**src/rtl/map_tile_writer_if.sv**
```systemverilog
// Request/write-port bundle for map_tile_writer: rectangle-fill requests in,
// map RAM write strobes and status out.
interface map_tile_writer_if;
    logic        req_valid;
    logic        req_ready;
    logic [8:0]  req_x;
    logic [7:0]  req_y;
    logic [4:0]  req_w;
    logic [4:0]  req_h;
    logic [1:0]  req_color;
    logic        wr_en;
    logic [16:0] wr_addr;
    logic [1:0]  wr_data;
    logic        busy;
    logic        done;

    modport slave (
        input  req_valid, req_x, req_y, req_w, req_h, req_color,
        output req_ready, wr_en, wr_addr, wr_data, busy, done
    );

    modport master (
        output req_valid, req_x, req_y, req_w, req_h, req_color,
        input  req_ready, wr_en, wr_addr, wr_data, busy, done
    );
endinterface

```
**src/rtl/map_tile_writer.sv**
```systemverilog
// Queues rectangle-fill requests and writes one 2-bit pixel per clock into the
// map RAM write port, clipping pixels that fall outside the map.
module map_tile_writer #(
    parameter int FIFO_DEPTH = 4,
    parameter int MAP_W      = 320,
    parameter int MAP_H      = 240
) (
    input  logic              vga_clk,
    input  logic              reset,
    map_tile_writer_if.slave  bus
);
    localparam int PW = (FIFO_DEPTH > 1) ? $clog2(FIFO_DEPTH) : 1;
    localparam int CW = PW + 1;

    typedef struct packed {
        logic [8:0] x;
        logic [7:0] y;
        logic [4:0] w;
        logic [4:0] h;
        logic [1:0] c;
    } req_t;

    typedef enum logic [1:0] {IDLE, FILL, DONE} state_t;

    req_t          fifo_q [FIFO_DEPTH];
    req_t          fifo_d [FIFO_DEPTH];
    logic [PW-1:0] wr_ptr_q, wr_ptr_d, rd_ptr_q, rd_ptr_d;
    logic [CW-1:0] count_q, count_d;

    state_t        state_q, state_d;
    req_t          cur_q, cur_d;
    logic [4:0]    xo_q, xo_d, yo_q, yo_d;
    logic          wr_en_q, wr_en_d;
    logic [16:0]   wr_addr_q, wr_addr_d;
    logic [1:0]    wr_data_q, wr_data_d;

    logic          fifo_full, fifo_empty, push, pop;
    logic [9:0]    x_sum;
    logic [8:0]    y_sum;
    logic          in_bounds, last_col, last_row;
    logic [16:0]   pix_addr;

    assign fifo_full  = (count_q == CW'(FIFO_DEPTH));
    assign fifo_empty = (count_q == '0);
    // A full queue refuses a push even when a pop frees a slot on the same edge.
    assign push       = bus.req_valid && !fifo_full;
    assign pop        = (state_q == IDLE) && !fifo_empty;

    always_comb begin
        fifo_d   = fifo_q;
        wr_ptr_d = wr_ptr_q;
        rd_ptr_d = rd_ptr_q;
        count_d  = count_q;
        if (push) begin
            fifo_d[wr_ptr_q] = '{x: bus.req_x, y: bus.req_y, w: bus.req_w,
                                 h: bus.req_h, c: bus.req_color};
            wr_ptr_d = wr_ptr_q + 1'b1;
        end
        if (pop)
            rd_ptr_d = rd_ptr_q + 1'b1;
        case ({push, pop})
            2'b10:   count_d = count_q + 1'b1;
            2'b01:   count_d = count_q - 1'b1;
            default: count_d = count_q;
        endcase
    end

    assign x_sum     = {1'b0, cur_q.x} + 10'(xo_q);
    assign y_sum     = {1'b0, cur_q.y} + 9'(yo_q);
    assign in_bounds = (x_sum < 10'(MAP_W)) && (y_sum < 9'(MAP_H));
    assign pix_addr  = 17'(y_sum) * 17'(MAP_W) + 17'(x_sum);
    assign last_col  = (xo_q == cur_q.w - 5'd1);
    assign last_row  = (yo_q == cur_q.h - 5'd1);

    always_comb begin
        state_d   = state_q;
        cur_d     = cur_q;
        xo_d      = xo_q;
        yo_d      = yo_q;
        wr_en_d   = 1'b0;
        wr_addr_d = wr_addr_q;
        wr_data_d = wr_data_q;
        case (state_q)
            IDLE: begin
                if (!fifo_empty) begin
                    cur_d   = fifo_q[rd_ptr_q];
                    xo_d    = '0;
                    yo_d    = '0;
                    state_d = (fifo_q[rd_ptr_q].w == '0 || fifo_q[rd_ptr_q].h == '0)
                              ? DONE : FILL;
                end
            end
            FILL: begin
                // Clipped pixels still take their cycle so timing is w*h regardless.
                wr_en_d   = in_bounds;
                wr_addr_d = pix_addr;
                wr_data_d = cur_q.c;
                if (last_col) begin
                    xo_d = '0;
                    yo_d = yo_q + 5'd1;
                    if (last_row)
                        state_d = DONE;
                end else begin
                    xo_d = xo_q + 5'd1;
                end
            end
            DONE:    state_d = IDLE;
            default: state_d = IDLE;
        endcase
    end

    always_ff @(posedge vga_clk) begin
        if (reset) begin
            wr_ptr_q  <= '0;
            rd_ptr_q  <= '0;
            count_q   <= '0;
            state_q   <= IDLE;
            cur_q     <= '0;
            xo_q      <= '0;
            yo_q      <= '0;
            wr_en_q   <= 1'b0;
            wr_addr_q <= '0;
            wr_data_q <= '0;
        end else begin
            wr_ptr_q  <= wr_ptr_d;
            rd_ptr_q  <= rd_ptr_d;
            count_q   <= count_d;
            state_q   <= state_d;
            cur_q     <= cur_d;
            xo_q      <= xo_d;
            yo_q      <= yo_d;
            wr_en_q   <= wr_en_d;
            wr_addr_q <= wr_addr_d;
            wr_data_q <= wr_data_d;
        end
    end

    // Queue storage needs no reset; validity is tracked by the pointers and count.
    always_ff @(posedge vga_clk) begin
        fifo_q <= fifo_d;
    end

    assign bus.req_ready = !fifo_full;
    assign bus.wr_en     = wr_en_q;
    assign bus.wr_addr   = wr_addr_q;
    assign bus.wr_data   = wr_data_q;
    assign bus.busy      = (state_q != IDLE) || !fifo_empty;
    assign bus.done      = (state_q == DONE);
endmodule

```
**src/flat_wrapper.sv**
```systemverilog
// flat-port wrapper written by rule: the top's interface ports become plain ports
module map_tile_writer_flat 
#(
    parameter int FIFO_DEPTH = 4,
    parameter int MAP_W      = 320,
    parameter int MAP_H      = 240
)
  (vga_clk, reset, bus_req_valid, bus_req_x, bus_req_y, bus_req_w, bus_req_h, bus_req_color, bus_req_ready, bus_wr_en, bus_wr_addr, bus_wr_data, bus_busy, bus_done);
  map_tile_writer_if bus_i ();
  input  logic vga_clk;
  input  logic reset;
  input wire logic [$bits(bus_i.req_valid)-1:0] bus_req_valid;
  input wire logic [$bits(bus_i.req_x)-1:0] bus_req_x;
  input wire logic [$bits(bus_i.req_y)-1:0] bus_req_y;
  input wire logic [$bits(bus_i.req_w)-1:0] bus_req_w;
  input wire logic [$bits(bus_i.req_h)-1:0] bus_req_h;
  input wire logic [$bits(bus_i.req_color)-1:0] bus_req_color;
  output wire logic [$bits(bus_i.req_ready)-1:0] bus_req_ready;
  output wire logic [$bits(bus_i.wr_en)-1:0] bus_wr_en;
  output wire logic [$bits(bus_i.wr_addr)-1:0] bus_wr_addr;
  output wire logic [$bits(bus_i.wr_data)-1:0] bus_wr_data;
  output wire logic [$bits(bus_i.busy)-1:0] bus_busy;
  output wire logic [$bits(bus_i.done)-1:0] bus_done;
  assign bus_i.req_valid = bus_req_valid;
  assign bus_i.req_x = bus_req_x;
  assign bus_i.req_y = bus_req_y;
  assign bus_i.req_w = bus_req_w;
  assign bus_i.req_h = bus_req_h;
  assign bus_i.req_color = bus_req_color;
  assign bus_req_ready = bus_i.req_ready;
  assign bus_wr_en = bus_i.wr_en;
  assign bus_wr_addr = bus_i.wr_addr;
  assign bus_wr_data = bus_i.wr_data;
  assign bus_busy = bus_i.busy;
  assign bus_done = bus_i.done;
  map_tile_writer #(.FIFO_DEPTH(FIFO_DEPTH), .MAP_W(MAP_W), .MAP_H(MAP_H)) u_core (.vga_clk(vga_clk), .reset(reset), .bus(bus_i));
endmodule
```
**config.mk**
```make
export PLATFORM = sky130hd
export DESIGN_NAME = map_tile_writer_flat
export DESIGN_NICKNAME = d
export VERILOG_FILES = /design/src/rtl/map_tile_writer_if.sv /design/src/rtl/map_tile_writer.sv /design/src/flat_wrapper.sv
export SDC_FILE = /design/constraint.sdc
export NUM_CORES = 1
export LEC_CHECK = 0
export BUFFER_PORTS_ARGS = -buffer_cell sky130_fd_sc_hd__buf_2
export CORE_MARGIN = 4
export CORE_UTILIZATION = 65
export DETAILED_ROUTE_END_ITERATION = 7
export PLACE_DENSITY = 0.85
export SYNTH_ARGS = -nofsm -noshare
export SYNTH_HDL_FRONTEND = slang
export SYNTH_SLANG_ARGS = --single-unit
```
**constraint.sdc**
```tcl
create_clock -name vga_clk -period 6.4 [get_ports vga_clk]
set_clock_uncertainty 0.2 [all_clocks]
set_input_delay 0.96 -clock vga_clk [delete_from_list [all_inputs] [get_ports vga_clk]]
set_output_delay 0.96 -clock vga_clk [all_outputs]
set_load 0.01 [all_outputs]
```
==> impl_results.md, run 1 <==
- Outcome: completed
- Vias in the first global route: 5534
- Fillers: 760
- IO Count: 55
- DP HPWL: 10500 um
- Die width: 121 um
- Initial DRC Count: 411
- Syn Nets: 744
- Setup TNS: 0 ns
- Port bufs: 54
- CTS buffer count: 17
- Starting Density: 66.3%
- Post-synth cell types: 59
- Yosys warnings: 0
- PwrDens: 438 nW/um^2
- Avg Inst Size Synth: 12.4 um^2
- Register-to-register path setup slack: 1.97 ns
- Core Box Area: 12600 um^2
- DP Cell Count: 877
- Met2 WL: 8100 um
- Avg Vias per Cell: 5.99
- Vias: 5446
- Crit path launch type: register
- Synth Register Bits: 184
- GP Congestion: 0.832
- Final core occ: 74.5%
- Clock-pin slew on the worst setup and hold paths: 0.07 ns
- Number of synthesized flops with an enable pin: 116
- Mapped cell area: 8330 um^2
- Die ar.: 14700 um^2
- Most common cell after layout, fill and taps aside: edfxtp_1
- CP Class: reg -> reg
- Leak: 3.50 nW
- Largest cells by area after synthesis: edfxtp_1 42%, dfxtp_1 16%, mux4_2 7.8%
- Post-CTS Setup Bufs: 0
- Max_cap viols: 0
- Beginning of the worst hold path: u_core.bus.wr_addr[9]
- Top layer in use: met4
- # rows: 41
- DRT met1 WL: 6730 um
- Total power: 4.10 mW
- Worst EP required: 6.58 ns
- Cts hold-fix bufs: 0
- Synthesized instance count: 674
- Hold crit path type: reg -> reg
- Antenna violations before repair: 0
- Worst path arrival time: 4.61 ns
- Worst r2r src: u_core.yo_q[0]
- Largest net degree at the start of global routing: 71
- Routed length on met3: 1020 um
- CTS Buffer Depth: 2
- Least-Margin Pin Slew: 0.936 ns
- Reg2Reg Depth: 14
- Synth area leader: edfxtp_1
- Critical Path Source: u_core.yo_q[0]
- Fmax: 226 MHz
- Gr usage total: 23.6%
- Number of remaining DRC errors: 0
- Root buf cell: clkbuf_16
- TritonCTS clock tree: built
- NumNets Final: 794
- Aggregate global routing overflow: 0
- VDD IR-drop max: 0.350 mV
- Worst Setup End Kind: register
- Final Slew Violations: 0
- Clock Latency Late Sink: 0.44 ns
- Post-CTS Resized: 0
- CP max FO: 5
- First-pass GRT wire length: 26800 um
- Wire per inst: 17.8 um
- RSZ-0062 raised after global routing: false
- Die Height: 121 um
- Endpoints failing hold: 0
- Top cell type's share of synthesized area: 41.8%
- Ys async rst share: 0%
- Rel. slew slack: 37.6%
- Tcrit/Tclk final: 69.2%
- Area grow syn2layout: 12.3%
- Reg-to-reg endpoint: u_core.bus.wr_addr[16]
- First-pass detailed-route iteration total: 5
- Drt total wl: 16200 um
- Share of layout cells above drive strength 1: 17.9%
- Non-Filler Instances: 909
- Tmin final: 4.43 ns
- H-tree depth: 4
- Routed Antenna Nets: 0
- Worst Hold End: u_core.bus.wr_addr[9]
- Hold path depth: 2
- Register area share after synthesis: 58.2%
- Clock sink count: 184
- # diodes: 0
- Commonest non-fill, non-tap cells in the layout: 116 x edfxtp_1, 85 x nand2_1, 67 x dfxtp_1
- Most used DFF post-synth: edfxtp_1
- Endpoints failing setup: 0
## per-layer routing
metal / global-route usage [%] / vias to the layer above
met4: 8.82 / 0
met3: 5.27 / 31
met5: 0 / -
li1: - / 2565
met2: 39.6 / 183
met1: 30.5 / 2667
## power by group
group	internal [mW]	switching, mW	leakage (nW)
Sequential	1.50	0.156	1.62
Combinational	0.548	0.815	1.58
Clock	0.624	0.455	0.301
## kinds of logic (layout without fill, tap and decap cells)
logic type      Yosys count  count (layout)  synth area share [%]
compound gates          115             115                  8.56
xor+xnor                 40              40                  4.21
fa+ha+maj                39              39                  6.28
buf+inv                  59             122                  2.88
flops                   184             184                  58.2
mux                      31              31                  8.10
simple gates            206             206                  11.8
## layout make-up
| class | instances | area (um^2) | area share [%] |
|---|---|---|---|
| Sequential cell | 184 | 4850 | 51.8 |
| Multi-Input combinational cell | 431 | 3250 | 34.7 |
| Clock buffer | 17 | 425 | 4.55 |
| Timing Repair Buffer | 62 | 330 | 3.53 |
| Tap cell | 172 | 215 | 2.30 |
| Clock inverter | 15 | 189 | 2.02 |
| Inverter | 28 | 105 | 1.12 |
## registers in the layout, indices dropped and copies added (netlist names)
name,flops
u_core.cur_q,29
u_core.bus.wr_addr,17
u_core.xo_q,5
u_core.fifo_q,116
u_core.bus.wr_data,2
u_core.rd_ptr_q,2
u_core.bus.wr_en,1
u_core.yo_q,5
u_core.count_q,3
u_core.state_q,2
u_core.wr_ptr_q,2
## cell usage after synthesis (4+ instances only)
master    count
nand2_1      85
dfxtp_1      68
a21oi_1      52
nand3_1      10
ha_1         33
nor3b_1       4
nor2b_1       6
xnor2_1      21
o21ai_0      21
nand2b_1      6
inv_1        27
a211oi_1     11
nand4b_1      4
or3_1         7
a21o_1       10
nor3_1       11
clkbuf_1     19
mux4_2       29
nor2_1       45
buf_1         7
and3_1        6
edfxtp_1    116
fa_1          5
xor2_1       19
## critical path: stages, from the launching register on
cell and delay, ns:
dfxtp_1 0.37, ha_1 0.29, fa_1 0.42, a21o_1 0.17
a21oi_1 0.21, xor2_1 0.35, xnor2_1 0.18, fa_1 0.49
nand2b_1 0.19, a2111oi_0 0.42, a211oi_1 0.12, xor2_1 0.20
o31a_1 0.34, or3_1 0.36, nand3_1 0.08
## worst max-delay path by stage
| stage | end | slack (ns) |
|---|---|---|
| 2_1_floorplan | u_core.bus.wr_addr[16] | 2.36 |
| 3_3_place_gp | u_core.bus.wr_addr[16] | 2.16 |
| 3_5_place_dp | u_core.bus.wr_addr[16] | 2.01 |
| 4_1_cts | u_core.bus.wr_addr[16] | 1.99 |
| 5_1_grt | u_core.bus.wr_addr[16] | 1.79 |
| 6_report | u_core.bus.wr_addr[16] | 1.97 |
## stage by stage
stage	worst slack [ns]	cell area [um^2]	hold slack, ns
2_1_floorplan	2.36	8330	0.232
3_3_place_gp	2.16	8740	0.237
3_5_place_dp	2.01	8740	0.249
4_1_cts	1.99	9360	0.256
5_1_grt	1.79	9360	0.272
6_report	1.97	9360	0.257
No activity file was read; power rests on OpenSTA's default activity.
==> run 2: changes to the inputs <==
--- a/config.mk
+++ b/config.mk
@@ -7,9 +7,9 @@
 export LEC_CHECK = 0
 export BUFFER_PORTS_ARGS = -buffer_cell sky130_fd_sc_hd__buf_2
 export CORE_MARGIN = 4
-export CORE_UTILIZATION = 65
+export CORE_UTILIZATION = 55
 export DETAILED_ROUTE_END_ITERATION = 7
-export PLACE_DENSITY = 0.85
+export PLACE_DENSITY = 0.76
 export SYNTH_ARGS = -nofsm -noshare
 export SYNTH_HDL_FRONTEND = slang
 export SYNTH_SLANG_ARGS = --single-unit
==> constraint.sdc (replaced) <==
create_clock -name vga_clk -period 3.65 [get_ports vga_clk]
set_clock_uncertainty 0.2 [all_clocks]
set_input_delay 0.5475 -clock vga_clk [delete_from_list [all_inputs] [get_ports vga_clk]]
set_output_delay 0.5475 -clock vga_clk [all_outputs]
set_load 0.01 [all_outputs]
==> run 2 against run 1 <==
Against the previous run:
- the flow now finishes with violations (setup timing)
- critical path depth rose by 1
- non-clock buffer count increased by 49
- via count up 1.6%
- utilization shrank 7.1 points
==> impl_results.md, run 2 (synthesized netlist as in run 1, its figures left out) <==
- # rows: 44 (+7.3%)
- Max_cap viols: 0 (unchanged)
- Clock share of power: 23.6% (-2.7 points)
- CTS buffer count: 17 (unchanged)
- Net Sw Power: 2.56 mW (+79%)
- Placed Area: 9120 um^2 (+4.3%)
- Worst EP required: 3.82 ns (-2.76 ns)
- Die ar.: 17200 um^2 (+17%)
- Vias: 5531 (+1.6%)
- TritonCTS clock tree: built
- Area grow syn2layout: 18.8%
- PwrDens: 744 nW/um^2 (+70%)
- Fmax: 262 MHz (+16%)
- Crit path launch type: register
- Total power: 7.36 mW (+80%)
- Clock-pin slew on the worst setup and hold paths: 0.07 ns (about the same)
- Worst path arrival time: 3.99 ns (-0.62 ns)
- Leak: 3.74 nW (+7.0%)
- Seq pwr share: 39.7% (-0.7 points)
- CP max FO: 3 (-2)
- IO Count: 55 (unchanged)
- DP HPWL: 11000 um (+5.1%)
- Least-Margin Pin Slew: 1.04 ns (+0.105 ns)
- Endpoints failing setup: 3 (+3)
- Drt total wl: 16500 um (+2.0%)
- Placement Setup Slack: -0.180 ns (-2.19 ns)
- Final core occ: 67.3% (-7.1 points)
- Failing checks: setup timing
- RSZ-0062 raised after global routing: true
- Non-Filler Instances: 970 (+6.7%)
- WP buf/inv: 1 (+1)
- DP Cell Count: 925 (+5.5%)
- Die Height: 131 um (+8.1%)
- Critical path's slowest cell: dfxtp_4
- Tmin final: 3.81 ns (-0.617 ns)
- Setup TNS: -0.256 ns (-0.256 ns)
- H-tree depth: 4 (unchanged)
- Final hold slack: 0.133 ns (-0.124 ns)
- Largest net degree at the start of global routing: 53 (-25%)
- Aggregate global routing overflow: 0 (unchanged)
- Commonest non-fill, non-tap cells in the layout: 116 x edfxtp_1, 85 x nand2_1, 63 x dfxtp_1
- Clock Latency Late Sink: 0.43 ns (about the same)
- Die width: 131 um (+8.1%)
- GP Congestion: 0.827 (-0.53%)
- Most flops, register: u_core.fifo_q
- NumNets Final: 843 (+6.2%)
- Share of layout cells above drive strength 1: 27.2% (+9.3 points)
- Max reg flops: 116 (unchanged)
- Vias in the first global route: 5599 (+1.2%)
- Clock sink count: 184 (unchanged)
- Worst path cell trace: ha_4 > fa_2 > a21o_1 > a21oi_2 > xor2_2 > buf_4 > mux2_4 > ha_4 > o21ai_4 > a21o_1 > a211oi_2 > xor2_1 > o31a_1 > or3_1 > nand3_1
- CP delay by family, top: compound AO/OA/AOI/OAI gates
- CP Class: reg -> reg
- Starting Density: 56.7% (-9.6 points)
- CTS Buffer Depth: 2 (unchanged)
- Sw Ratio: 34.8% (-0.061 points)
- Most common cell after layout, fill and taps aside: edfxtp_1
- First-pass GRT wire length: 27500 um (+2.7%)
- Initial DRC Count: 313 (-24%)
- Final Slew Violations: 0 (unchanged)
- Wire per inst: 17.0 um (-4.4%)
- Antenna violations before repair: 0 (unchanged)
- Final Cell Area: 9890 um^2 (+5.7%)
- First-pass detailed-route iteration total: 5 (unchanged)
- Routed Antenna Nets: 0 (unchanged)
- # diodes: 0 (unchanged)
- Number of remaining DRC errors: 0 (unchanged)
- Internal Power: 4.80 mW (+80%)
- Endpoints failing hold: 0 (unchanged)
- VDD IR-drop max: 0.408 mV (+17%)
- Avg Vias per Cell: 5.70 (-4.8%)
- Root buf cell: clkbuf_16
- Final Worst Setup Slack: -0.165 ns (-2.13 ns)
- Port bufs: 54 (unchanged)
- Gr usage total: 20.6% (-3.0 points)
- Cts hold-fix bufs: 0 (unchanged)
- Outcome: complete, but fails checks
- Rel. slew slack: 30.6% (-7.0 points)
- Core Box Area: 14700 um^2 (+17%)
- Logic pwr share: 36.7% (+3.4 points)
- Largest stage delay, worst path: 0.35 ns (-0.14 ns)
- Hold crit path type: in -> reg
- Tcrit/Tclk final: 105% (+35 points)
- Worst Setup End Kind: register
-- run 2: worst register-to-register path: stages (launching register included) --
cell	delay [ns]
dfxtp_4	0.35
ha_4	0.16
fa_2	0.35
a21o_1	0.17
a21oi_2	0.22
xor2_2	0.24
buf_4	0.16
mux2_4	0.30
ha_4	0.29
o21ai_4	0.07
a21o_1	0.20
a211oi_2	0.25
xor2_1	0.13
o31a_1	0.30
or3_1	0.31
nand3_1	0.07
-- run 2: layout make-up --
class | instances | area, um^2
Fill cell | 1023 | 4800
Sequential cell | 184 | 4850
Clock buffer | 20 | 447
Inverter | 28 | 105
Tap cell | 184 | 230
Multi-Input combinational cell | 431 | 3440
Clock inverter | 12 | 118
Timing Repair Buffer | 111 | 698
-- run 2: power groups by stage --
stage	Combinational (mW)	Clock [mW]	Sequential, mW
2_1_floorplan	1.88	0	2.86
3_3_place_gp	2.51	0	2.93
3_5_place_dp	2.57	0	2.96
4_1_cts	2.69	1.77	2.92
5_1_grt	3.02	1.86	2.97
6_report	2.70	1.74	2.92
-- run 2: metal layers --
metal / part of all wire (%) / global-route usage [%]
met2: 50 / 34.6
met5: 0 / 0
met4: 1.2 / 6.23
met3: 4.3 / 4.13
met1: 45 / 27.3
-- run 2: timing repair --
action,in CTS,in global routing
pin swaps,21,7
endpoints found under the setup margin,3,7
gates resized for setup,16,8
hold endpoints to repair,0,0
buffers inserted,13,0
-- run 2: worst paths after layout --
check | start | endpoint | slack (ns) | cells past startpoint
worst max-delay path | u_core.yo_q[0] | u_core.bus.wr_addr[16] | -0.16 | 15
worst min-delay path | bus_req_h[2] | u_core.fifo_q[62] | 0.13 | 1
worst max register to register | u_core.yo_q[0] | u_core.bus.wr_addr[16] | -0.16 | 15
worst min register to register | u_core.bus.wr_addr[3] | u_core.bus.wr_addr[3] | 0.25 | 2
==> run 3: changes to the inputs <==
--- a/config.mk
+++ b/config.mk
@@ -5,7 +5,7 @@
 export SDC_FILE = /design/constraint.sdc
 export NUM_CORES = 1
 export LEC_CHECK = 0
-export BUFFER_PORTS_ARGS = -buffer_cell sky130_fd_sc_hd__buf_2
+export BUFFER_PORTS_ARGS = -buffer_cell sky130_fd_sc_hd__clkbuf_2
 export CORE_MARGIN = 4
 export CORE_UTILIZATION = 55
 export DETAILED_ROUTE_END_ITERATION = 7
==> run 3 against run 2 <==
Against the previous run:
- first-iteration DRC count rose by 6.1%
- critical path type unchanged
- sequential share of layout area barely moved
- critical path depth rose by 1
- the flow still finishes with violations (setup timing)
- largest cell class unchanged
- combinational power rose by 3%
- largest power group unchanged
==> impl_results.md, run 3 (synthesized netlist as in run 1, its figures left out) <==
- Max_cap viols: 0 (unchanged)
- First-pass detailed-route iteration total: 5 (unchanged)
- Port bufs: 54 (unchanged)
- CP max FO: 4 (+1)
- Failing checks: setup timing
- IO Count: 55 (unchanged)
- Most common cell after layout, fill and taps aside: edfxtp_1
- Commonest non-fill, non-tap cells in the layout: 116 x edfxtp_1, 85 x nand2_1, 61 x dfxtp_1
- Tcrit/Tclk final: 106% (+1.1 points)
- First-pass GRT wire length: 27100 um (-1.3%)
- Clock Latency Late Sink: 0.43 ns (about the same)
- TritonCTS clock tree: built
- Tmin final: 3.86 ns (+0.0415 ns)
- Rel. slew slack: 56.7% (+26 points)
- Area grow syn2layout: 18.9% (about the same)
- Die width: 131 um (unchanged)
- Largest net degree at the start of global routing: 56 (+5.7%)
- RSZ-0062 raised after global routing: true
- Final Cell Area: 9900 um^2 (about the same)
- Worst Setup End Kind: register
- Routed length on met3: 773 um (+9.3%)
- Starting Density: 56.7% (unchanged)
- Beginning of the worst hold path: bus_req_w[2]
- # diodes: 0 (unchanged)
- Final Worst Setup Slack: -0.206 ns (-0.0415 ns)
- # rows: 44 (unchanged)
- Die Height: 131 um (unchanged)
- Vias: 5543 (+0.22%)
- CTS Buffer Depth: 2 (unchanged)
- Max reg flops: 116 (unchanged)
- CP Class: reg -> reg
- Root buf cell: clkbuf_16
- Top layer in use: met4
- Least-Margin Pin Slew: 0.633 ns (-0.408 ns)
- NumNets Final: 841 (-0.24%)
- Clock sink count: 184 (unchanged)
- DP HPWL: 11000 um (about the same)
- Share of layout cells above drive strength 1: 28.4% (+1.2 points)
- Cts hold-fix bufs: 0 (unchanged)
- Wire per inst: 17.2 um (+1.4%)
- Worst r2r src: u_core.yo_q[0]
- Initial DRC Count: 332 (+6.1%)
- Worst EP required: 3.82 ns (about the same)
- Worst path arrival time: 4.03 ns (+0.04 ns)
- CTS buffer count: 17 (unchanged)
- DP Cell Count: 925 (unchanged)
- Met2 WL: 8190 um (+0.23%)
- Die ar.: 17200 um^2 (unchanged)
- Non-Filler Instances: 968 (-0.21%)
- GP Congestion: 0.819 (-0.94%)
- Placement Setup Slack: -0.168 ns (+0.0123 ns)
- Outcome: complete, but fails checks
- Aggregate global routing overflow: 0 (unchanged)
- Vias in the first global route: 5493 (-1.9%)
- Crit path launch type: register
- Core Box Area: 14700 um^2 (unchanged)
- Fmax: 259 MHz (-1.1%)
- DRT met1 WL: 7400 um (about the same)
- Leak: 3.72 nW (-0.67%)
- Antenna violations before repair: 0 (unchanged)
- Endpoints failing setup: 2 (-1)
- Final Slew Violations: 0 (unchanged)
- Avg Vias per Cell: 5.73 (+0.42%)
- PwrDens: 744 nW/um^2 (about the same)
- VDD IR-drop max: 0.397 mV (-2.7%)
- Clock-pin slew on the worst setup and hold paths: 0.07 ns (about the same)
- Drt total wl: 16700 um (+1.2%)
- H-tree depth: 4 (unchanged)
- Placed Area: 9120 um^2 (unchanged)
- Critical Path Source: u_core.yo_q[0]
- Gr usage total: 20.5% (-0.088 points)
- Number of remaining DRC errors: 0 (unchanged)
- Most flops, register: u_core.fifo_q
- Endpoints failing hold: 0 (unchanged)
- Hold crit path type: in -> reg
- Routed Antenna Nets: 0 (unchanged)
- Final core occ: 67.4% (about the same)
- Total power: 7.37 mW (+0.13%)
## run 3: changes by cell type in the layout (fill, tap and decap cells not counted), moves of 3 or more
cell      before  now
clkbuf_2       0   54
o21ai_0       19   16
buf_2         54    0
buf_4         57   54
## run 3: timing repair
item	4_1_cts	5_1_grt
setup endpoints to repair	3	7
endpoints found under the hold margin	0	0
pin swaps	15	24
setup buffers	5	6
resized for setup	19	25
## run 3: where the power goes
group	leakage, nW	switching (mW)	total, mW	internal (mW)
Sequential	1.62	0.298	2.93	2.63
Combinational	1.85	1.53	2.78	1.25
Clock	0.248	0.780	1.66	0.876
Total	3.72	2.61	7.37	4.76
## run 3: final cells by class
type	count	area [um^2]
timing repair buffer	109	687
tap	184	230
multi-input combinational	431	3500
inverter	28	105
clock inverter	13	95.1
clock buffer	19	433
sequential	184	4860
fill	1017	4800
## run 3: path summary, 6_finish.rpt
kind                                               end  slack [ns]  depth (start not counted)
worst max-delay path            u_core.bus.wr_addr[16]       -0.21                         16
worst min-delay path                 u_core.fifo_q[67]        0.13                          1
worst max register to register  u_core.bus.wr_addr[16]       -0.21                         16
worst min register to register   u_core.bus.wr_addr[9]        0.26                          2
## run 3: critical path, stage by stage, from the launching register on
cell	delay, ns
dfxtp_4	0.35
ha_4	0.16
fa_2	0.36
a21o_1	0.21
a21oi_2	0.20
nor2b_2	0.08
buf_4	0.14
o2111a_2	0.27
ha_4	0.25
ha_4	0.28
inv_2	0.05
a2111oi_4	0.32
a211oi_2	0.07
xor2_1	0.19
o31a_1	0.30
or3_1	0.31
nand3_1	0.07
## run 3: layer usage
layer / GRT usage (%) / vias to the layer above
met5: 0 / -
li1: - / 2651
met1: 27.2 / 2736
met2: 33.8 / 133
met4: 7.02 / 0
met3: 4.54 / 23
## run 3: stage by stage
stage | TNS, ns | hold WS [ns]
2_1_floorplan | -0.0338 | 0.232
3_3_place_gp | -0.0972 | 0.244
3_5_place_dp | -0.279 | 0.252
4_1_cts | -0.0795 | 0.117
5_1_grt | -0.706 | 0.124
6_report | -0.258 | 0.134
